$ cat src/rtl/instr_encoder_pkg.sv
// Shared CPU definitions: op indices (decoder bit order), opcodes, functs, COP0 codes.
package instr_encoder_pkg;

    localparam int unsigned OP_W    = 6;
    localparam int unsigned REG_W   = 5;
    localparam int unsigned IMM_W   = 16;
    localparam int unsigned TGT_W   = 26;
    localparam int unsigned INSTR_W = 32;
    localparam int unsigned NUM_OPS = 54;

    // Op indices, identical to the decoder's one-hot out_data bit positions
    localparam logic [OP_W-1:0]
        OP_ADD  = 6'd0,  OP_ADDU  = 6'd1,  OP_SUB   = 6'd2,  OP_SUBU  = 6'd3,
        OP_AND  = 6'd4,  OP_OR    = 6'd5,  OP_XOR   = 6'd6,  OP_NOR   = 6'd7,
        OP_SLT  = 6'd8,  OP_SLTU  = 6'd9,  OP_SLL   = 6'd10, OP_SRL   = 6'd11,
        OP_SRA  = 6'd12, OP_SLLV  = 6'd13, OP_SRLV  = 6'd14, OP_SRAV  = 6'd15,
        OP_JR   = 6'd16, OP_ADDI  = 6'd17, OP_ADDIU = 6'd18, OP_ANDI  = 6'd19,
        OP_ORI  = 6'd20, OP_XORI  = 6'd21, OP_LW    = 6'd22, OP_SW    = 6'd23,
        OP_BEQ  = 6'd24, OP_BNE   = 6'd25, OP_SLTI  = 6'd26, OP_SLTIU = 6'd27,
        OP_LUI  = 6'd28, OP_J     = 6'd29, OP_JAL   = 6'd30, OP_DIV   = 6'd31,
        OP_DIVU = 6'd32, OP_MULT  = 6'd33, OP_MULTU = 6'd34, OP_BGEZ  = 6'd35,
        OP_JALR = 6'd36, OP_LBU   = 6'd37, OP_LHU   = 6'd38, OP_LB    = 6'd39,
        OP_LH   = 6'd40, OP_SB    = 6'd41, OP_SH    = 6'd42, OP_BREAK = 6'd43,
        OP_SYSCALL = 6'd44, OP_ERET = 6'd45, OP_MFHI = 6'd46, OP_MFLO  = 6'd47,
        OP_MTHI = 6'd48, OP_MTLO  = 6'd49, OP_MFC0  = 6'd50, OP_MTC0  = 6'd51,
        OP_CLZ  = 6'd52, OP_TEQ   = 6'd53;

    // Primary opcodes
    localparam logic [5:0]
        OPC_SPECIAL = 6'h00, OPC_REGIMM = 6'h01, OPC_J    = 6'h02, OPC_JAL   = 6'h03,
        OPC_BEQ     = 6'h04, OPC_BNE    = 6'h05, OPC_ADDI = 6'h08, OPC_ADDIU = 6'h09,
        OPC_SLTI    = 6'h0a, OPC_SLTIU  = 6'h0b, OPC_ANDI = 6'h0c, OPC_ORI   = 6'h0d,
        OPC_XORI    = 6'h0e, OPC_LUI    = 6'h0f, OPC_COP0 = 6'h10, OPC_SPECIAL2 = 6'h1c,
        OPC_LB      = 6'h20, OPC_LH     = 6'h21, OPC_LW   = 6'h23, OPC_LBU   = 6'h24,
        OPC_LHU     = 6'h25, OPC_SB     = 6'h28, OPC_SH   = 6'h29, OPC_SW    = 6'h2b;

    // Function codes
    localparam logic [5:0]
        FN_SLL  = 6'h00, FN_SRL  = 6'h02, FN_SRA   = 6'h03, FN_SLLV  = 6'h04,
        FN_SRLV = 6'h06, FN_SRAV = 6'h07, FN_JR    = 6'h08, FN_JALR  = 6'h09,
        FN_SYSCALL = 6'h0c, FN_BREAK = 6'h0d, FN_MFHI = 6'h10, FN_MTHI = 6'h11,
        FN_MFLO = 6'h12, FN_MTLO = 6'h13, FN_MULT  = 6'h18, FN_MULTU = 6'h19,
        FN_DIV  = 6'h1a, FN_DIVU = 6'h1b, FN_ADD   = 6'h20, FN_ADDU  = 6'h21,
        FN_SUB  = 6'h22, FN_SUBU = 6'h23, FN_AND   = 6'h24, FN_OR    = 6'h25,
        FN_XOR  = 6'h26, FN_NOR  = 6'h27, FN_SLT   = 6'h2a, FN_SLTU  = 6'h2b,
        FN_TEQ  = 6'h34, FN_CLZ  = 6'h20, FN_ERET  = 6'h18;

    // COP0 rs codes and REGIMM rt code
    localparam logic [REG_W-1:0] CP0_MF = 5'b00000, CP0_MT = 5'b00100, CP0_CO = 5'b10000;
    localparam logic [REG_W-1:0] RT_BGEZ = 5'b00001;
    localparam logic [REG_W-1:0] R0 = 5'd0;

    typedef struct packed {
        logic [OP_W-1:0]  op;
        logic [REG_W-1:0] rs;
        logic [REG_W-1:0] rt;
        logic [REG_W-1:0] rd;
        logic [REG_W-1:0] shamt;
        logic [IMM_W-1:0] imm;
        logic [TGT_W-1:0] target;
    } instr_req_t;

    function automatic logic [INSTR_W-1:0] r_word(logic [REG_W-1:0] rs, logic [REG_W-1:0] rt,
                                                  logic [REG_W-1:0] rd, logic [REG_W-1:0] sh,
                                                  logic [5:0] fn);
        return {OPC_SPECIAL, rs, rt, rd, sh, fn};
    endfunction

    function automatic logic [INSTR_W-1:0] i_word(logic [5:0] opc, logic [REG_W-1:0] rs,
                                                  logic [REG_W-1:0] rt, logic [IMM_W-1:0] imm);
        return {opc, rs, rt, imm};
    endfunction

endpackage

$ cat src/rtl/instr_encoder_if.sv
// Loader-to-IMEM request/word bus around the instruction encoder.
interface instr_encoder_if
    import instr_encoder_pkg::*;
#(
    parameter int unsigned ADDR_W = 32
);
    logic                 in_valid;
    logic                 in_ready;
    logic [OP_W-1:0]      in_op;
    logic [REG_W-1:0]     in_rs;
    logic [REG_W-1:0]     in_rt;
    logic [REG_W-1:0]     in_rd;
    logic [REG_W-1:0]     in_shamt;
    logic [IMM_W-1:0]     in_imm;
    logic [TGT_W-1:0]     in_target;
    logic                 addr_clr;
    logic                 out_valid;
    logic                 out_ready;
    logic [INSTR_W-1:0]   out_instr;
    logic [ADDR_W-1:0]    out_addr;
    logic                 err_op;
    logic [OP_W-1:0]      err_op_id;

    modport master (
        output in_valid, in_op, in_rs, in_rt, in_rd, in_shamt, in_imm, in_target,
               addr_clr, out_ready,
        input  in_ready, out_valid, out_instr, out_addr, err_op, err_op_id
    );

    modport slave (
        input  in_valid, in_op, in_rs, in_rt, in_rd, in_shamt, in_imm, in_target,
               addr_clr, out_ready,
        output in_ready, out_valid, out_instr, out_addr, err_op, err_op_id
    );
endinterface

$ cat src/rtl/instr_encoder_field_pack.sv
// Combinational op index + operand fields -> 32-bit MIPS word, with illegal-op flag.
module instr_field_pack
    import instr_encoder_pkg::*;
(
    input  instr_req_t          req,
    output logic [INSTR_W-1:0]  instr_c,
    output logic                illegal_c
);
    logic [REG_W-1:0] rs, rt, rd, sh;

    assign rs = req.rs;
    assign rt = req.rt;
    assign rd = req.rd;
    assign sh = req.shamt;

    // Field assembly per op; unused fields forced to zero
    always_comb begin
        instr_c   = '0;
        illegal_c = 1'b0;
        case (req.op)
            OP_ADD:     instr_c = r_word(rs, rt, rd, sh, FN_ADD);
            OP_ADDU:    instr_c = r_word(rs, rt, rd, sh, FN_ADDU);
            OP_SUB:     instr_c = r_word(rs, rt, rd, sh, FN_SUB);
            OP_SUBU:    instr_c = r_word(rs, rt, rd, sh, FN_SUBU);
            OP_AND:     instr_c = r_word(rs, rt, rd, sh, FN_AND);
            OP_OR:      instr_c = r_word(rs, rt, rd, sh, FN_OR);
            OP_XOR:     instr_c = r_word(rs, rt, rd, sh, FN_XOR);
            OP_NOR:     instr_c = r_word(rs, rt, rd, sh, FN_NOR);
            OP_SLT:     instr_c = r_word(rs, rt, rd, sh, FN_SLT);
            OP_SLTU:    instr_c = r_word(rs, rt, rd, sh, FN_SLTU);
            OP_SLL:     instr_c = r_word(R0, rt, rd, sh, FN_SLL);
            OP_SRL:     instr_c = r_word(R0, rt, rd, sh, FN_SRL);
            OP_SRA:     instr_c = r_word(R0, rt, rd, sh, FN_SRA);
            OP_SLLV:    instr_c = r_word(rs, rt, rd, sh, FN_SLLV);
            OP_SRLV:    instr_c = r_word(rs, rt, rd, sh, FN_SRLV);
            OP_SRAV:    instr_c = r_word(rs, rt, rd, sh, FN_SRAV);
            OP_JR:      instr_c = r_word(rs, R0, R0, R0, FN_JR);
            OP_JALR:    instr_c = r_word(rs, R0, rd, sh, FN_JALR);
            OP_MTHI:    instr_c = r_word(rs, R0, R0, R0, FN_MTHI);
            OP_MTLO:    instr_c = r_word(rs, R0, R0, R0, FN_MTLO);
            OP_MFHI:    instr_c = r_word(R0, R0, rd, R0, FN_MFHI);
            OP_MFLO:    instr_c = r_word(R0, R0, rd, R0, FN_MFLO);
            OP_MULT:    instr_c = r_word(rs, rt, R0, R0, FN_MULT);
            OP_MULTU:   instr_c = r_word(rs, rt, R0, R0, FN_MULTU);
            OP_DIV:     instr_c = r_word(rs, rt, R0, R0, FN_DIV);
            OP_DIVU:    instr_c = r_word(rs, rt, R0, R0, FN_DIVU);
            OP_BREAK:   instr_c = r_word(R0, R0, R0, R0, FN_BREAK);
            OP_SYSCALL: instr_c = r_word(R0, R0, R0, R0, FN_SYSCALL);
            OP_TEQ:     instr_c = r_word(rs, rt, R0, R0, FN_TEQ);
            OP_ADDI:    instr_c = i_word(OPC_ADDI, rs, rt, req.imm);
            OP_ADDIU:   instr_c = i_word(OPC_ADDIU, rs, rt, req.imm);
            OP_ANDI:    instr_c = i_word(OPC_ANDI, rs, rt, req.imm);
            OP_ORI:     instr_c = i_word(OPC_ORI, rs, rt, req.imm);
            OP_XORI:    instr_c = i_word(OPC_XORI, rs, rt, req.imm);
            OP_LW:      instr_c = i_word(OPC_LW, rs, rt, req.imm);
            OP_SW:      instr_c = i_word(OPC_SW, rs, rt, req.imm);
            OP_BEQ:     instr_c = i_word(OPC_BEQ, rs, rt, req.imm);
            OP_BNE:     instr_c = i_word(OPC_BNE, rs, rt, req.imm);
            OP_SLTI:    instr_c = i_word(OPC_SLTI, rs, rt, req.imm);
            OP_SLTIU:   instr_c = i_word(OPC_SLTIU, rs, rt, req.imm);
            OP_LUI:     instr_c = i_word(OPC_LUI, rs, rt, req.imm);
            OP_LB:      instr_c = i_word(OPC_LB, rs, rt, req.imm);
            OP_LBU:     instr_c = i_word(OPC_LBU, rs, rt, req.imm);
            OP_LH:      instr_c = i_word(OPC_LH, rs, rt, req.imm);
            OP_LHU:     instr_c = i_word(OPC_LHU, rs, rt, req.imm);
            OP_SB:      instr_c = i_word(OPC_SB, rs, rt, req.imm);
            OP_SH:      instr_c = i_word(OPC_SH, rs, rt, req.imm);
            OP_BGEZ:    instr_c = i_word(OPC_REGIMM, rs, RT_BGEZ, req.imm);
            OP_J:       instr_c = {OPC_J, req.target};
            OP_JAL:     instr_c = {OPC_JAL, req.target};
            OP_ERET:    instr_c = {OPC_COP0, CP0_CO, 15'd0, FN_ERET};
            OP_MFC0:    instr_c = {OPC_COP0, CP0_MF, rt, rd, 11'd0};
            OP_MTC0:    instr_c = {OPC_COP0, CP0_MT, rt, rd, 11'd0};
            OP_CLZ:     instr_c = {OPC_SPECIAL2, rs, rt, rd, 5'd0, FN_CLZ};
            default:    illegal_c = 1'b1;
        endcase
    end
endmodule

$ cat src/rtl/instr_encoder.sv
// Instruction encoder: encodes requests and streams tagged words to IMEM through a 2-entry queue.
module instr_encoder
    import instr_encoder_pkg::*;
#(
    parameter int unsigned         ADDR_W    = 32,
    parameter logic [ADDR_W-1:0]   BASE_ADDR = '0
)(
    input  logic            clk,
    input  logic            rst,
    instr_encoder_if.slave  bus
);
    localparam int unsigned CNT_W = 2;

    instr_req_t          req;
    logic [INSTR_W-1:0]  word_c;
    logic                illegal_c;
    logic                accept, push, pop;
    logic [ADDR_W-1:0]   addr_cnt, tag_c, addr_nxt;
    logic [CNT_W-1:0]    count, count_nxt;
    logic                head_new, head_from_tail, tail_new;
    logic [INSTR_W-1:0]  tail_instr;
    logic [ADDR_W-1:0]   tail_addr;

    assign req = '{op: bus.in_op, rs: bus.in_rs, rt: bus.in_rt, rd: bus.in_rd,
                   shamt: bus.in_shamt, imm: bus.in_imm, target: bus.in_target};

    instr_field_pack u_pack (
        .req       (req),
        .instr_c   (word_c),
        .illegal_c (illegal_c)
    );

    assign accept = bus.in_valid & bus.in_ready;
    assign push   = accept & ~illegal_c;
    assign pop    = bus.out_valid & bus.out_ready;
    assign tag_c  = bus.addr_clr ? BASE_ADDR : addr_cnt;

    // Counter: a same-cycle push sees the reloaded base and steps past it
    always_comb begin
        addr_nxt = addr_cnt;
        if (push)
            addr_nxt = tag_c + ADDR_W'(4);
        else if (bus.addr_clr)
            addr_nxt = BASE_ADDR;
    end

    // Queue control: head is the output register, tail is the second slot
    always_comb begin
        count_nxt      = count;
        head_new       = 1'b0;
        head_from_tail = 1'b0;
        tail_new       = 1'b0;
        case ({push, pop})
            2'b10: begin
                count_nxt = count + CNT_W'(1);
                if (count == CNT_W'(0)) head_new = 1'b1;
                else                    tail_new = 1'b1;
            end
            2'b01: begin
                count_nxt      = count - CNT_W'(1);
                head_from_tail = (count == CNT_W'(2));
            end
            2'b11: begin
                if (count == CNT_W'(1)) begin
                    head_new = 1'b1;
                end else begin
                    head_from_tail = 1'b1;
                    tail_new       = 1'b1;
                end
            end
            default: ;
        endcase
    end

    // Occupancy and registered handshake flags
    always_ff @(posedge clk or posedge rst) begin
        if (rst) begin
            count         <= '0;
            bus.in_ready  <= 1'b1;
            bus.out_valid <= 1'b0;
        end else begin
            count         <= count_nxt;
            bus.in_ready  <= (count_nxt != CNT_W'(2));
            bus.out_valid <= (count_nxt != CNT_W'(0));
        end
    end

    // Queue data; head only changes on pop or on push into an empty queue
    always_ff @(posedge clk or posedge rst) begin
        if (rst) begin
            bus.out_instr <= '0;
            bus.out_addr  <= BASE_ADDR;
            tail_instr    <= '0;
            tail_addr     <= BASE_ADDR;
        end else begin
            if (head_new) begin
                bus.out_instr <= word_c;
                bus.out_addr  <= tag_c;
            end else if (head_from_tail) begin
                bus.out_instr <= tail_instr;
                bus.out_addr  <= tail_addr;
            end
            if (tail_new) begin
                tail_instr <= word_c;
                tail_addr  <= tag_c;
            end
        end
    end

    // Address counter and sticky illegal-op capture
    always_ff @(posedge clk or posedge rst) begin
        if (rst) begin
            addr_cnt      <= BASE_ADDR;
            bus.err_op    <= 1'b0;
            bus.err_op_id <= '0;
        end else begin
            addr_cnt <= addr_nxt;
            if (accept && illegal_c) begin
                bus.err_op <= 1'b1;
                if (!bus.err_op) bus.err_op_id <= bus.in_op;
            end
        end
    end
endmodule

$ cat src/flat_wrapper.sv
// flat-port wrapper written by rule: the top's interface ports become plain ports
module instr_encoder_flat import instr_encoder_pkg::*;
#(
    parameter int unsigned         ADDR_W    = 32,
    parameter logic [ADDR_W-1:0]   BASE_ADDR = '0
)
  (clk, rst, bus_in_valid, bus_in_op, bus_in_rs, bus_in_rt, bus_in_rd, bus_in_shamt, bus_in_imm, bus_in_target, bus_addr_clr, bus_out_ready, bus_in_ready, bus_out_valid, bus_out_instr, bus_out_addr, bus_err_op, bus_err_op_id);
  instr_encoder_if #(.ADDR_W(ADDR_W)) bus_i ();
  input  logic clk;
  input  logic rst;
  input wire logic [$bits(bus_i.in_valid)-1:0] bus_in_valid;
  input wire logic [$bits(bus_i.in_op)-1:0] bus_in_op;
  input wire logic [$bits(bus_i.in_rs)-1:0] bus_in_rs;
  input wire logic [$bits(bus_i.in_rt)-1:0] bus_in_rt;
  input wire logic [$bits(bus_i.in_rd)-1:0] bus_in_rd;
  input wire logic [$bits(bus_i.in_shamt)-1:0] bus_in_shamt;
  input wire logic [$bits(bus_i.in_imm)-1:0] bus_in_imm;
  input wire logic [$bits(bus_i.in_target)-1:0] bus_in_target;
  input wire logic [$bits(bus_i.addr_clr)-1:0] bus_addr_clr;
  input wire logic [$bits(bus_i.out_ready)-1:0] bus_out_ready;
  output wire logic [$bits(bus_i.in_ready)-1:0] bus_in_ready;
  output wire logic [$bits(bus_i.out_valid)-1:0] bus_out_valid;
  output wire logic [$bits(bus_i.out_instr)-1:0] bus_out_instr;
  output wire logic [$bits(bus_i.out_addr)-1:0] bus_out_addr;
  output wire logic [$bits(bus_i.err_op)-1:0] bus_err_op;
  output wire logic [$bits(bus_i.err_op_id)-1:0] bus_err_op_id;
  assign bus_i.in_valid = bus_in_valid;
  assign bus_i.in_op = bus_in_op;
  assign bus_i.in_rs = bus_in_rs;
  assign bus_i.in_rt = bus_in_rt;
  assign bus_i.in_rd = bus_in_rd;
  assign bus_i.in_shamt = bus_in_shamt;
  assign bus_i.in_imm = bus_in_imm;
  assign bus_i.in_target = bus_in_target;
  assign bus_i.addr_clr = bus_addr_clr;
  assign bus_i.out_ready = bus_out_ready;
  assign bus_in_ready = bus_i.in_ready;
  assign bus_out_valid = bus_i.out_valid;
  assign bus_out_instr = bus_i.out_instr;
  assign bus_out_addr = bus_i.out_addr;
  assign bus_err_op = bus_i.err_op;
  assign bus_err_op_id = bus_i.err_op_id;
  instr_encoder #(.ADDR_W(ADDR_W), .BASE_ADDR(BASE_ADDR)) u_core (.clk(clk), .rst(rst), .bus(bus_i));
endmodule
$ cat config.mk
export PLATFORM = sky130hd
export DESIGN_NAME = instr_encoder_flat
export DESIGN_NICKNAME = d
export VERILOG_FILES = /design/src/rtl/instr_encoder_pkg.sv /design/src/rtl/instr_encoder_if.sv /design/src/rtl/instr_encoder_field_pack.sv /design/src/rtl/instr_encoder.sv /design/src/flat_wrapper.sv
export SDC_FILE = /design/constraint.sdc
export NUM_CORES = 1
export LEC_CHECK = 0
export BUFFER_PORTS_ARGS = -buffer_cell sky130_fd_sc_hd__buf_4
export CAP_MARGIN = 15
export CORE_ASPECT_RATIO = 1.25
export CORE_MARGIN = 5
export CORE_UTILIZATION = 25
export CTS_CLUSTER_SIZE = 25
export DETAILED_ROUTE_END_ITERATION = 12
export PLACE_DENSITY = 0.47
export SLEW_MARGIN = 25
export SYNTH_ARGS = -nofsm -noshare
export SYNTH_HDL_FRONTEND = slang
export SYNTH_HIERARCHICAL = 1
export SYNTH_SLANG_ARGS = --single-unit
$ cat constraint.sdc
create_clock -name clk -period 9.2 [get_ports clk]
set_clock_uncertainty 0.1 [all_clocks]
set_input_delay 0.92 -clock clk [delete_from_list [all_inputs] [get_ports clk]]
set_output_delay 0.92 -clock clk [all_outputs]
set_load 0.05 [all_outputs]
Word-level counts from Yosys, hierarchy flattened. Cells that the tools add are included. W data, S select, Z words.

$add $sub $neg: 3. Eq/ne operators: 59. Multiplexer cells: 16. Reduce and logical (&&, ||, !) cells: 7. Bitwise logic cells: 4.

Operator list (number): $pmux W32 S54 (1); $mux W32 (6); $eq A6 B6 Y1 const B (22); $eq A6 B5 Y1 const B (16); $reduce_or A54 Y1 (1); $eq A6 B4 Y1 const B (8); $add A32 B3 Y32 const B (1); $eq A6 B3 Y1 const B (4); $eq A6 B2 Y1 const B (2); $eq A2 B2 Y1 const B (3); $eq A6 B1 Y1 const B (1); $logic_not A6 Y1 (1); $pmux W1 S2 (3); $mux W1 (5); $eq A2 B1 Y1 const B (2); $pmux W2 S2 (1); $reduce_bool A2 Y1 (2); $and A1 B1 Y1 (3); $add A2 B1 Y2 const B (1); $logic_not A2 Y1 (1); $ne A2 B2 Y1 const B (1); $reduce_and A2 Y1 (1); $sub A2 B1 Y2 const B (1); $logic_and A1 B1 Y1 (1); $not A1 Y1 (1).

Output and inout bits: 73. Register bits after elaboration: 171. Bits of input ports: 73. Word-level logic and storage cells: 99.

Logic depth before layout (Yosys ltp).
Depth in word-level cells: 7. Depth in mapped cells: 13. Mapped depth without buffers: 9.

Modules after synthesis. The synthesis kept the hierarchy.

By module, submodules not included: instr_encoder (sequential area each 4280.4 µm², times used 1, area each 7805.0 µm², cells an instance 637); instr_field_pack (sequential area each 0.0 µm², times used 1, area each 1371.3 µm², cells an instance 207).

Least setup slack after synthesis. No wires, ideal clock.

Path kind: input port to flip-flop. Start: in bus_in_op[5]. End: reg u_core.bus.out_addr[0]. Buffers on the path: 3. Data required time: 8.975 ns. Data arrival time: 3.258 ns. Stages: 10. Path slack: 5.717 ns. Library setup time: 0.125 ns. Cells stage by stage: buf_2 -> nand2_1 -> nor2_1 -> nor2_4 -> ha_1 -> a22oi_1 -> o21a_1 -> clkbuf_1 -> clkbuf_1 -> mux2_2.

Word-level cells in the longest chain between the ends: 6. Elaborated cells on any way between the ends: 63. Classes of those cells: eq/ne (56); mux (3); bitwise (1); reduce/logical (3).

Ends and longest elaborated chain: from (decl) (line flat_wrapper.sv:12) `input wire logic [$bits(bus_i.in_op)-1:0] bus_in_op;`; $eq A6 B6 Y1, or another cell as far along (line instr_encoder_field_pack.sv:20) `case (req.op)`; $reduce_or A54 Y1 (no source line) (*); $and A1 B1 Y1 (*) (line instr_encoder.sv:34) `assign push = accept & ~illegal_c;`; $eq A2 B2 Y1 / $eq A2 B1 Y1 (equally long branches) (line instr_encoder.sv:53) `case ({push, pop})`; $pmux W1 S2 (line instr_encoder.sv:53); $mux W32 / $reduce_bool A2 Y1 (equally long branches); to (signal assigned) (line instr_encoder.sv:98) `bus.out_addr <= tag_c;`; to (signal assigned) (line instr_encoder.sv:101) `bus.out_addr <= tail_addr;`; to (decl) (line instr_encoder_if.sv:33) `output in_ready, out_valid, out_instr, out_addr, err_op, err_op_id`.

Mark *: on every way between the ends. The rest lies on a longest branch, timed or not. A chain may end at the register's enable or synchronous reset.

Final worst setup path.
Start: in bus_in_op[5]. End: reg u_core.bus.out_instr[19].

Word-level cells in the longest chain between the ends: 6. Elaborated cells on any way between the ends: 64. Classes of those cells: eq/ne (56); mux (4); bitwise (1); reduce/logical (3).

Ends and longest elaborated chain: $eq A6 B6 Y1, or another cell as far along (line instr_encoder_field_pack.sv:20); $reduce_or A54 Y1 (no source line); $and A1 B1 Y1 (line instr_encoder.sv:34); $eq A2 B2 Y1 / $eq A2 B1 Y1 (equally long branches) (line instr_encoder.sv:53); $pmux W1 S2 (line instr_encoder.sv:53); $mux W32 / $reduce_bool A2 Y1 (equally long branches); to (signal assigned) (line instr_encoder.sv:97) `bus.out_instr <= word_c;`; to (signal assigned) (line instr_encoder.sv:100) `bus.out_instr <= tail_instr;`; to (decl) (line instr_encoder_if.sv:33).

Parallel ways exist; a longest one is shown, timed or not.

==> metrics.txt <==
Synth Cell Area=9180 µm²; routed via count=6821; Die X=181 µm; Nets=1038; largest net degree at the start of global routing=108; number of global-route vias before repair=7039; first-pass GRT wire length=40100 µm; Final Core Density=0.310; Critical Path Sink Type=flop; Leak Pwr=5.08 nW; Post-Route WL=24700 µm; Post-synth ARST share=1.00; clock transition at the registers of the reported paths=0.07 ns; RR Endpoint=u_core/bus.out_instr[19]$_DFFE_PP0P_; H-tree depth=4; IO Pins=146; synth top area cells=dfrtp_1 (46%), mux2_2 (19%), nand2_1 (3.1%), mux2i_1 (3.1%), o21ai_0 (2.4%); status=completed; drt via density=4.71; Die Area=40700 µm²; Core Region=36300 µm²; initial antenna violation count=0; top-count cell post-synth=dfrtp_1; post-layout min period=3.77 ns; internal power=0.00180 W; final setup fails=0; setup TNS=0 ns; synth cell count leaders=dfrtp_1 (170), mux2_2 (155), nand2_1 (76), o21ai_0 (44), inv_1 (38); top-area cell type share of the netlist area=0.464; syn_area_per_cell=10.9 µm²; Fillers=3809; register share of total power=0.347; Critical Path AT=4.01 ns; TritonCTS clock tree=done; max-slew violation count=0; CTS-repair resized insts=0; CP Launch Point=bus_in_op[5]; row count=78; Iter 0 DRT Violations=461; post-route ant nets=0; Overall Power=0.00297 W; Most used DFF post-synth=dfrtp_1; worst slew pin tran=0.973 ns; synth unique cells=71; HP Class=reg -> reg; setup bufs post-CTS=0; Post-Synthesis Cells=844; Final Hold Fails=0; critical path class=in -> reg; Reg2Reg Depth=8; CTS Root Buffer Type=clkbuf_16; Req. time, crit path=9.44 ns; Ys Warns=6; routability cong.=0.813; number of synthesized flops with an enable pin=0; R2R setup slack=6.01 ns; grt total ovfl=0; die height=224 µm; Sequential Area=4280 µm²; Area growth, synth to finish=22.7%; area of the multi-input gates=4480 µm²; sw frac=0.395; Peak VDD IR=0.153 mV; post-synthesis net count=926; port bufs=145; Max-Cap Viols=0; cts hold-fix bufs=0; Logic pwr share=0.397; clock sink total=171; CTS buffer count=17; post-synth top area cell=dfrtp_1; worst skew pair latency=0.45 ns; share of cells above drive strength 1=0.372; CP Launch Type=primary input; P_sw=0.00117 W; Yosys reg bits=171; r2r startpoint=u_core/bus.in_ready$_DFF_PP1_; power per cell area=264 nW/µm²; unrepaired setup endpoints after global routing=false; post-synthesis sequential area ratio=0.466; Slew HR=0.351; Initial Util=0.253; dpl hpwl=17000 µm; Clk network pwr share=0.256; critical-path maximum fanout=42; Detailed Routing Iterations Pass 1=7; worst hold start=u_core/bus.err_op$_DFFE_PP0P_; Clock Tree Buf Depth=2; # DRC=0; all-layer global routing usage=0.123; Routed WL per cell=17.1 µm; FMAX=265 MHz; ANT cells=0; period utilization=0.410; crit path capture=u_core/bus.out_instr[19]$_DFFE_PP0P_
-- registers in the layout, indices dropped and copies added, names as in the netlist --
| register | count |
|---|---|
| u_core/bus.in_ready | 1 |
| u_core/addr_cnt | 32 |
| u_core/bus.out_instr | 32 |
| u_core/bus.err_op_id | 6 |
| u_core/bus.out_addr | 32 |
| u_core/bus.out_valid | 1 |
| u_core/tail_addr | 32 |
| u_core/count | 2 |
| u_core/tail_instr | 32 |
| u_core/bus.err_op | 1 |
-- per-layer routing --
layer	global-route usage	vias up	routed length, µm
li1	-	3256	-
met1	0.152	3378	10800
met2	0.207	157	12400
met3	0.0276	30	1010
met4	0.0492	0	495
met5	0	-	0
-- final cells by class --
class	count	area share
Multi-Input combinational cell	576	0.397
Sequential cell	171	0.380
Timing Repair Buffer	151	0.101
Tap cell	480	0.0533
Clock buffer	17	0.0378
Clock inverter	15	0.0169
Inverter	39	0.0137
-- logic make-up (layout without fill, tap and decap cells) --
group / Yosys count / in the layout / synth area share
compound gates: 159 / 159 / 0.120
xor+xnor: 14 / 14 / 0.0134
fa+ha+maj: 9 / 9 / 0.0123
buf+inv: 97 / 222 / 0.0484
flops: 171 / 171 / 0.466
mux: 183 / 183 / 0.221
simple gates: 211 / 211 / 0.119
-- power by group through the flow --
stage	registers [W]	clock network [W]	logic, W
floorplan	0.00138	0	0.000513
global placement	0.00104	0	0.00119
detailed placement	0.00105	0	0.00120
CTS	0.00104	0.000792	0.00120
global route	0.00106	0.000820	0.00126
finish	0.00103	0.000760	0.00118
-- critical path, stage by stage --
cell,delay (ns)
buf_4,0.33
nand2_1,0.23
nor2_1,0.39
nor2_4,0.12
ha_1,0.24
a22oi_1,0.26
o21a_4,0.43
buf_4,0.61
mux2_2,0.41
-- how the worst min path moves through the flow --
stage	endpoint	slack (ns)	depth (start not counted)
finish	u_core/bus.err_op$_DFFE_PP0P_	0.40	1
detailed placement	u_core/bus.err_op$_DFFE_PP0P_	0.38	1
global placement	u_core/bus.err_op$_DFFE_PP0P_	0.37	1
CTS	u_core/bus.err_op$_DFFE_PP0P_	0.40	1
floorplan	u_core/tail_instr[6]$_DFFE_PP0P_	0.37	1
global route	u_core/tail_instr[26]$_DFFE_PP0P_	0.42	1
-- cells in the final DEF, fill, tap and decap left out, types with 24 or more instances in the layout --
| cell type | n |
|---|---|
| dfrtp_1 | 170 |
| buf_4 | 150 |
| mux2i_1 | 28 |
| o21ai_0 | 44 |
| mux2_2 | 155 |
| nand2_1 | 76 |
| nor2_1 | 24 |
| a21oi_1 | 24 |
| inv_1 | 37 |
-- metrics by stage --
step                cell area, µm²  cells  worst slack (ns)  hold slack [ns]
floorplan                     9180    844              3.55            0.375
finish                       11300   1449              5.43            0.397
global route                 11300   1449              5.17            0.419
detailed placement           10600   1417              4.92            0.382
CTS                          11300   1449              5.39            0.401
global placement             10600   1417              4.92            0.372
(Power assumes the default switching activity.)
